**config.mk**
```make
export PLATFORM = sky130hd
export DESIGN_NAME = pll_phase_stepper
export DESIGN_NICKNAME = d
export VERILOG_FILES = /design/src/rtl/pll_phase_stepper.sv
export SDC_FILE = /design/constraint.sdc
export NUM_CORES = 1
export LEC_CHECK = 0
export CAP_MARGIN = 5
export CORE_MARGIN = 5
export CORE_UTILIZATION = 55
export CTS_CLUSTER_SIZE = 25
export DETAILED_ROUTE_END_ITERATION = 10
export PLACE_DENSITY = 0.8
export SLEW_MARGIN = 0
export SYNTH_ARGS = -nofsm -noshare
export SYNTH_HDL_FRONTEND = slang
export SYNTH_SLANG_ARGS = --single-unit
```
**constraint.sdc**
```tcl
create_clock -name clock -period 3.8 [get_ports clock]
set_input_delay 0.76 -clock clock [delete_from_list [all_inputs] [get_ports clock]]
set_output_delay 0.76 -clock clock [all_outputs]
set_load 0.01 [all_outputs]
```
**src/rtl/pll_phase_stepper.sv**
```systemverilog
`default_nettype none
// +------------------------------------------------------------------------+
// | Module : pll_phase_stepper                                             |
// | Sequences PLL dynamic phase-shift steps (phasestep/updown/select/done). |
// | Option : define PHASE_POSITION_EN to add the signed phase_position port.|
// | Rev    : 1.0                                                           |
// +------------------------------------------------------------------------+
module pll_phase_stepper #(
  parameter int SEL_WIDTH   = 3,
  parameter int COUNT_WIDTH = 8,
  parameter int TIMEOUT     = 255,
  parameter int GAP_CYCLES  = 2
) (
  input  logic                   clock,
  input  logic                   reset,
  input  logic                   req_valid,
  output logic                   req_ready,
  input  logic [SEL_WIDTH-1:0]   req_sel,
  input  logic                   req_dir,
  input  logic [COUNT_WIDTH-1:0] req_count,
  output logic                   busy,
  output logic                   done,
  output logic                   error,
`ifdef PHASE_POSITION_EN
  output logic signed [15:0]     phase_position,
`endif
  input  logic                   pll_locked,
  input  logic                   pll_phasedone,
  output logic                   pll_phasestep,
  output logic                   pll_phaseupdown,
  output logic [SEL_WIDTH-1:0]   pll_phasecounterselect
);

  localparam int TMO_W = $clog2(TIMEOUT + 1);
  localparam int GAP_W = $clog2(GAP_CYCLES + 1);
  localparam logic [TMO_W-1:0] C_TMO_LAST = TMO_W'(TIMEOUT - 1);
  localparam logic [GAP_W-1:0] C_GAP_LAST = GAP_W'(GAP_CYCLES - 1);

  typedef enum logic [2:0] {
    S_IDLE      = 3'd0,
    S_SETUP     = 3'd1,
    S_STEP      = 3'd2,
    S_WAIT_LOW  = 3'd3,
    S_WAIT_HIGH = 3'd4,
    S_GAP       = 3'd5
  } state_t;

  state_t                 state_q;
  logic                   lock_meta_q, lock_s_q;
  logic                   pd_meta_q, pd_s_q;
  logic [SEL_WIDTH-1:0]   sel_q;
  logic                   dir_q;
  logic [COUNT_WIDTH-1:0] rem_q;
  logic                   step_q;
  logic [TMO_W-1:0]       tmo_q;
  logic [GAP_W-1:0]       gap_q;
  logic                   done_q, error_q;
  logic                   w_xfer;
  logic                   w_step_done;

  // Both PLL status lines are asynchronous to the scan clock.
  always_ff @(posedge clock) begin
    if (reset) begin
      lock_meta_q <= 1'b0;
      lock_s_q    <= 1'b0;
      pd_meta_q   <= 1'b0;
      pd_s_q      <= 1'b0;
    end else begin
      lock_meta_q <= pll_locked;
      lock_s_q    <= lock_meta_q;
      pd_meta_q   <= pll_phasedone;
      pd_s_q      <= pd_meta_q;
    end
  end

  // Ready stays low during the done/error pulse so a new transfer starts after it.
  assign req_ready   = (state_q == S_IDLE) && lock_s_q && !done_q && !error_q;
  assign w_xfer      = req_valid && req_ready;
  assign w_step_done = (state_q == S_WAIT_HIGH) && pd_s_q && lock_s_q;

  always_ff @(posedge clock) begin
    if (reset) begin
      state_q <= S_IDLE;
      sel_q   <= '0;
      dir_q   <= 1'b0;
      rem_q   <= '0;
      step_q  <= 1'b0;
      tmo_q   <= '0;
      gap_q   <= '0;
      done_q  <= 1'b0;
      error_q <= 1'b0;
    end else begin
      done_q  <= 1'b0;
      error_q <= 1'b0;
      if ((state_q != S_IDLE) && !lock_s_q) begin
        state_q <= S_IDLE;
        error_q <= 1'b1;
      end else begin
        case (state_q)
          S_IDLE: begin
            if (w_xfer) begin
              sel_q <= req_sel;
              dir_q <= req_dir;
              rem_q <= req_count;
              if (req_count == '0) begin
                done_q <= 1'b1;
              end else begin
                state_q <= S_SETUP;
              end
            end
          end
          S_SETUP: begin
            step_q  <= 1'b0;
            state_q <= S_STEP;
          end
          S_STEP: begin
            if (step_q) begin
              rem_q   <= rem_q - COUNT_WIDTH'(1);
              tmo_q   <= '0;
              state_q <= S_WAIT_LOW;
            end else begin
              step_q <= 1'b1;
            end
          end
          S_WAIT_LOW: begin
            if (!pd_s_q) begin
              tmo_q   <= '0;
              state_q <= S_WAIT_HIGH;
            end else if (tmo_q == C_TMO_LAST) begin
              error_q <= 1'b1;
              state_q <= S_IDLE;
            end else begin
              tmo_q <= tmo_q + TMO_W'(1);
            end
          end
          S_WAIT_HIGH: begin
            if (pd_s_q) begin
              if (rem_q == '0) begin
                done_q  <= 1'b1;
                state_q <= S_IDLE;
              end else begin
                gap_q   <= '0;
                state_q <= S_GAP;
              end
            end else if (tmo_q == C_TMO_LAST) begin
              error_q <= 1'b1;
              state_q <= S_IDLE;
            end else begin
              tmo_q <= tmo_q + TMO_W'(1);
            end
          end
          S_GAP: begin
            // Select and direction stay driven, so the next step skips SETUP.
            if (gap_q == C_GAP_LAST) begin
              step_q  <= 1'b0;
              state_q <= S_STEP;
            end else begin
              gap_q <= gap_q + GAP_W'(1);
            end
          end
          default: state_q <= S_IDLE;
        endcase
      end
    end
  end

`ifdef PHASE_POSITION_EN
  logic signed [15:0] pos_q;

  // Only counter 0 is tracked; steps finished before an abort are kept.
  always_ff @(posedge clock) begin
    if (reset) begin
      pos_q <= '0;
    end else if (w_step_done && (sel_q == '0)) begin
      pos_q <= dir_q ? (pos_q + 16'sd1) : (pos_q - 16'sd1);
    end
  end

  assign phase_position = pos_q;
`endif

  assign busy                   = (state_q != S_IDLE);
  assign done                   = done_q;
  assign error                  = error_q;
  assign pll_phasestep          = (state_q == S_STEP);
  assign pll_phaseupdown        = busy && dir_q;
  assign pll_phasecounterselect = busy ? sel_q : '0;

endmodule
`default_nettype wire

```
# Word-level counts from Yosys, hierarchy flattened
# Index checks and enable logic that the tools add are counted.
# W data, S select, Z words.
# word_totals
word_cells	90
latchBits	0
ram_bits	0
output_inout_bits	9
n_memories	0
romBits	0
regBits	32
inputBits	17
# classes
add_sub_neg	3
n_reduce_logical	24
bitwise	1
mux	34
multipliers	0
eq_ne	15
div	0
order_cmp	0
shift	0
# op_table
op	count
$mux W8	6
$mux W3	9
$pmux W8 S3	1
$pmux W3 S6	1
$logic_not A8 Y1	2
$pmux W8 S2	1
$ne A2 B2 Y1 const B	7
$reduce_and A4 Y1	3
$mux W1	9
$reduce_bool A3 Y1	3
$add A8 B1 Y8 const B	1
$eq A8 B8 Y1 const B	1
$sub A8 B1 Y8 const B	1
$eq A3 B2 Y1 const B	2
$eq A3 B3 Y1 const B	2
$logic_and A1 B1 Y1	6
$mux W2	3
$reduce_and A3 Y1	2
$reduce_and A5 Y1	1
$pmux W1 S2	2
$pmux W2 S2	1
$reduce_bool A2 Y1	2
$eq A3 B1 Y1 const B	1
$logic_not A1 Y1	3
7 further kinds	7

# Longest topological paths before layout
# Gate-level depths: netlist of run 1.
# depth
ltp_word	7
mapped_depth	6
mapped_depth_nobuf	6

# Worst setup path before layout of run 1
# Ideal clock, no wire load.
# synth_path
path_kind	reg-to-output
from	reg state_q[1]
to	out req_ready
arrival_time_ns	1.068
required_ns	3.040
n_path_buf	1
path_slack_ns	1.972
stages_incl_launch_ff	4
path_cell_list	dfxtp_1 -> buf_2 -> nor3_2 -> and3_1
# synth_via
elab_chain_len	4
# synth_rtl
element	line_no	rtl
from (decl)	48	state_t state_q;
from (signal assigned)	83	state_q <= S_IDLE;
from (signal assigned)	96	state_q <= S_IDLE;
from (signal assigned)	108	state_q <= S_SETUP;
$logic_not A3 Y1	77	assign req_ready = (state_q == S_IDLE) && lock_s_q && !done_q && !error_q;
$logic_and A1 B1 Y1 (3 in series)	77	
to (decl)	17	output logic req_ready,
# Every way passes these cells.

# Final worst setup path of run 1
# layout_path
from	reg state_q[1]
to	out pll_phasestep
# layout_via
elab_chain_len	1
# layout_rtl
element	line_no	rtl
$eq A3 B2 Y1	185	assign pll_phasestep = (state_q == S_STEP);
to (decl)	29	output logic pll_phasestep,
# Every way passes these cells.

==> results of run 1 <==
## sequential cells by signal, indices dropped and copies added (netlist names)
signal,count
pd_s_q,1
gap_q,2
done,1
rem_q,8
error,1
step_q,1
sel_q,3
state_q,3
lock_meta_q,1
lock_s_q,1
pd_meta_q,1
dir_q,1
tmo_q,8
## metrics by stage
step / setup slack [ps] / power [mW] / utilization
2_1_floorplan: 1970 / 0.388 / -
3_3_place_gp: 1050 / 0.418 / 0.646
3_5_place_dp: 1010 / 0.418 / 0.646
4_1_cts: 645 / 0.622 / 0.663
5_1_grt: 470 / 0.648 / 0.663
6_report: 639 / 0.616 / 0.663
## metal layers
layer  track usage  vias up  part of all wire  wire [um]
met5             0        -                 0          0
met4        0.0794        0             0.014         63
met3        0.0681        4             0.076        342
met2         0.346       67              0.45       2060
met1         0.277      836              0.46       2060
li1              -      925                 -          -
## final cells by class
class	instances	area (um^2)	area share
clock buffer	8	58.8	0.0266
inverter	14	52.6	0.0237
multi-input combinational	179	1150	0.518
sequential	32	641	0.289
tap	46	57.6	0.0260
timing repair buffer	26	258	0.116
## how the worst max path moves through the flow
stage,slack [ps],end,cells past startpoint,start
after floorplan,1970,req_ready,3,state_q[1]
after global placement,1050,pll_phasestep,3,state_q[1]
after detailed placement,1010,pll_phasestep,3,state_q[1]
after CTS,640,pll_phasestep,3,state_q[1]
after global routing,470,pll_phasestep,3,state_q[1]
final,640,pll_phasestep,3,state_q[1]
## cells by family after synthesis
| group | count (synthesis) |
|---|---|
| buffers and inverters | 23 |
| muxes | 7 |
| DFF | 32 |
| and+or+nand+nor | 100 |
| AOI/OAI and AO/OA | 68 |
| adders and majority gates | 4 |
## placed cells by master (no fill, tap or decap), drive strengths merged, types with 5 or more instances in the layout
cell type,synthesis,routed
dfxtp,32,32
clkdlybuf4s50,0,25
nor2,21,21
o21ai,19,19
inv,14,14
nand2,14,14
a21oi,14,14
nor2b,10,10
a211oi,9,9
clkbuf,5,8
nor3,7,7
nand3,6,6
mux2i,6,6
and3,5,5
nand4,5,5
## power breakdown
group / internal, mW / switching (mW) / total (mW)
Clock: 0.0913 / 0.114 / 0.206
Sequential: 0.341 / 0.00779 / 0.348
Combinational: 0.0330 / 0.0293 / 0.0623
Total: 0.465 / 0.151 / 0.616
==> flow_metrics.tcl, run 1 <==
set metrics [dict create \
    outcome "finished, final reports clean" \
    start_util 0.565 \
    setup_viol 0 \
    ctsHtreeMaxLevel 2 \
    tightest_slew_ps 706 \
    critPathRequiredTime_ps 3040 \
    syn2layout_area_growth_pct 17.5 \
    dp.cells 297 \
    drc 0 \
    fin_area_um2 2210 \
    netlist_instances 234 \
    hp-class "reg -> reg" \
    grt_util_all_layers 0.218 \
    muxShareOfSynthArea 0.0378 \
    regToRegEndpoint "rem_q[4]" \
    yosys.area_share.simple 0.304 \
    seq_area_frac_synth 0.340 \
    hold_end "pd_s_q" \
    synth_fa_ha_area_frac 0.0266 \
    hpwl_um 3250 \
    synthArstFlopShare 0 \
    reg2reg_slack_ps 1690 \
    grt_pass1_wl_um 7690 \
    critPathBufInv 2 \
    slew_violations 0 \
    cp_slowest_cell "dfxtp_1" \
    timing.rr.start "state_q[1]" \
    io_buffers 25 \
    nets 279 \
    synthTopCellsByArea "dfxtp_1 34%, o21ai_0 4.5%, nor2_1 4.2%" \
    leakage_nw 0.748 \
    grt_pass1_vias 1691 \
    synth_compound_area_frac 0.240 \
    clock.fmax_mhz 316 \
    holdBufCountCts 0 \
    core_um2 3340 \
    diodes 0 \
    grt_max_degree 29 \
    synth_top_area_cell "dfxtp_1" \
    wl_per_cell_um 14.8 \
    dr.pass1.iters 4 \
    yosys-top-cells-count "32 x dfxtp_1, 21 x nor2_1, 17 x o21ai_0" \
    floorplan.die.width_um 68.5 \
    ant_nets 0 \
    synth_top_family_by_area "simple AND/OR/NAND/NOR gates" \
    critical-path-top-delay-family "flip-flops" \
    placed_area_um2 2150 \
    synth_most_common_cell "dfxtp_1" \
    path_cells "or3b_1 -> inv_1 -> clkdlybuf4s50_1" \
    placementRows 21 \
    root_buffer "clkbuf_4" \
    synth_nets 255 \
    die_area_um2 4700 \
    synth_edf_count 0 \
    drv_cap 0 \
    period_share 0.832 \
    period_needed_ps 3160 \
    wl_um 4520 \
    reg2regPathDepth 5 \
    power_density_nw_per_um2 278 \
    vias_per_cell 6.01 \
    clk_pin_slew_ps 100 \
    crit_path_max_fanout 24 \
    cts_setup_buffers 0 \
    hold_depth 1 \
    ys_ff_latch 32 \
    slew_headroom 0.529 \
    tns_ps 0 \
    synth_area_per_cell_um2 8.05 \
    cts_tree "yes" \
    first_iter_violations 125 \
    cp_slowest_stage_delay_ps 790 \
    grt_overflow 0 \
    rsz0062_at_grt "false" \
    hold_ws_ps 445 \
    hold_violations 0 \
    min-delay-start "pd_meta_q" \
    crit_type "reg -> out" \
    synth-xor-area-share 0 \
    drive_gt1_frac 0.0579 \
    fill_cells 313 \
    antenna_found_initial 0 \
    gp_congestion 0.862 \
    synth_area_um2 1880 \
    ios 26 \
    synth_ff_type "dfxtp_1" \
    yosysTopAreaCellShare 0.340 \
    cts-resized-gates 0 \
    startpoint_type "register" \
    cts_buffers 5 \
    final_cells 305 \
    fin_skew_ps 11.1 \
    endpoint_kind "primary output" \
    yosysWarningCount 0 \
    vias 1832 \
    ir_worst_vdd_mv 0.232 \
    die_h_um 68.5 \
    ys_types 54 \
    clock_sinks 32 \
    worstSkewPairLatency_ps 330 \
    cp.arrival_ps 2400 \
    clk_path_buf_depth 2 \
]
Power figures use the tool's default switching activity.
==> run 2, diff against run 1 <==
Settings changed: CORE_UTILIZATION 55 to 54, PLACE_DENSITY 0.8 to 0.79.
Clock period 3.8 ns to 3.1 ns, I/O delays scaled along.
==> run 2 against run 1 <==
Worst hold slack better by 5.5 ps. Clock power is 19% higher. Sequential power is 22% higher. Non-clock buffer count is 3 higher. Critical path type unchanged. Largest cell class unchanged.
==> flow_metrics.tcl, run 2 (synthesized netlist as in run 1, its figures left out) <==
set metrics [dict create \
    drv_cap 0 \
    cts-resized-gates 0 \
    dp.cells 300 \
    vias_per_cell 5.91 \
    wl_um 4470 \
    fin_area_um2 2240 \
    first_iter_violations 138 \
    grt_max_degree 16 \
    final_cells 308 \
    die_h_um 69.1 \
    endpoint_kind "primary output" \
    cp_slowest_cell "or3b_1" \
    cp.arrival_ps 2100 \
    final_cell_mix "32 x dfxtp_1, 25 x clkdlybuf4s50_1, 21 x nor2_1, 17 x o21ai_0" \
    root_buffer "clkbuf_4" \
    floorplan.die.width_um 69.1 \
    cts_setup_buffers 0 \
    gp_congestion 0.920 \
    clk_path_buf_depth 2 \
    final_common_cell "dfxtp_1" \
    nets 282 \
    holdBufCountCts 0 \
    placementRows 21 \
    io_buffers 25 \
    rsz0062_at_grt "false" \
    reg.largest.list "rem_q: 8 flops, tmo_q: 8 flops" \
    grt_overflow 0 \
    fin_skew_ps 8.45 \
    drc 0 \
    setup_viol 0 \
    cts_buffers 5 \
    tns_ps 0 \
    leakage_nw 0.769 \
    clk_pin_slew_ps 100 \
    wl_per_cell_um 14.5 \
    hp-class "reg -> reg" \
    period_needed_ps 2720 \
    hpwl_um 3390 \
    ios 26 \
    worstSkewPairLatency_ps 330 \
    die_area_um2 4770 \
    syn2layout_area_growth_pct 18.8 \
    clock_sinks 32 \
    drive_gt1_frac 0.0763 \
    slew_violations 0 \
    startpoint_type "register" \
    path_cells "or3b_1 -> inv_1 -> clkdlybuf4s50_1" \
    outcome "finished, final reports clean" \
    cts_tree "yes" \
    ir_worst_vdd_mv 0.235 \
    slew_headroom 0.631 \
    start_util 0.560 \
    core_um2 3360 \
    diodes 0 \
    grt_pass1_wl_um 7700 \
    cp_slowest_stage_delay_ps 550 \
    vias 1820 \
    crit_type "reg -> out" \
    placed_area_um2 2180 \
    power_density_nw_per_um2 336 \
    crit_path_max_fanout 12 \
    grt_pass1_vias 1699 \
    hold_violations 0 \
    ant_nets 0 \
    period_share 0.878 \
    ctsHtreeMaxLevel 2 \
    clock.fmax_mhz 368 \
    antenna_found_initial 0 \
    grt_util_all_layers 0.193 \
    dr.pass1.iters 4 \
    tightest_slew_ps 550 \
    critPathRequiredTime_ps 2480 \
]
run 2: changes by cell type in the layout (fill, tap and decap cells not counted):
cell and delta:
clkinv_2 +2, clkbuf_1 -2, buf_4 +3
run 2: critical path, delay by kind of cell, from the launching register on:
| kind | cells | cell delay (ps) |
|---|---|---|
| buffers and inverters | 2 | 710 |
| DFF | 1 | 510 |
| and+or+nand+nor | 1 | 550 |
run 2: report_power, final:
part / internal, mW / switching [mW] / leakage, nW
clock network: 0.108 / 0.139 / 0.0380
logic: 0.0420 / 0.0382 / 0.472
registers: 0.418 / 0.00724 / 0.259
total: 0.567 / 0.184 / 0.769
run 2: cell type report:
| cell class | instances | area, um^2 |
|---|---|---|
| clock inverters | 2 | 10.0 |
| well taps | 46 | 57.6 |
| repair buffers | 29 | 280 |
| inverters | 14 | 52.6 |
| flip-flops and latches | 32 | 641 |
| clock buffers | 6 | 51.3 |
| fillers | 337 | 1120 |
| multi-input cells | 179 | 1150 |
run 2: path summary, 6_finish.rpt:
kind / startpoint / end / slack, ps / depth (start not counted)
min: lock_meta_q / lock_s_q / 450 / 1
max: state_q[1] / pll_phasestep / 380 / 3
max reg2reg: state_q[2] / tmo_q[4] / 1120 / 4
min reg2reg: lock_meta_q / lock_s_q / 450 / 1
run 2: metrics by stage:
stage | hold slack, ps | utilization | power [mW] | worst slack [ps]
after floorplan | 414 | - | 0.476 | 1410
after global placement | 419 | 0.647 | 0.514 | 710
after detailed placement | 433 | 0.647 | 0.514 | 734
after CTS | 459 | 0.666 | 0.763 | 365
after global routing | 467 | 0.666 | 0.791 | 291
final | 450 | 0.666 | 0.751 | 380
run 2: routing by layer:
layer	GRT usage	up-vias	wire length [um]
li1	-	927	-
met1	0.250	835	2070
met2	0.307	51	2060
met3	0.0451	7	280
met4	0.0759	0	65
met5	0	-	0
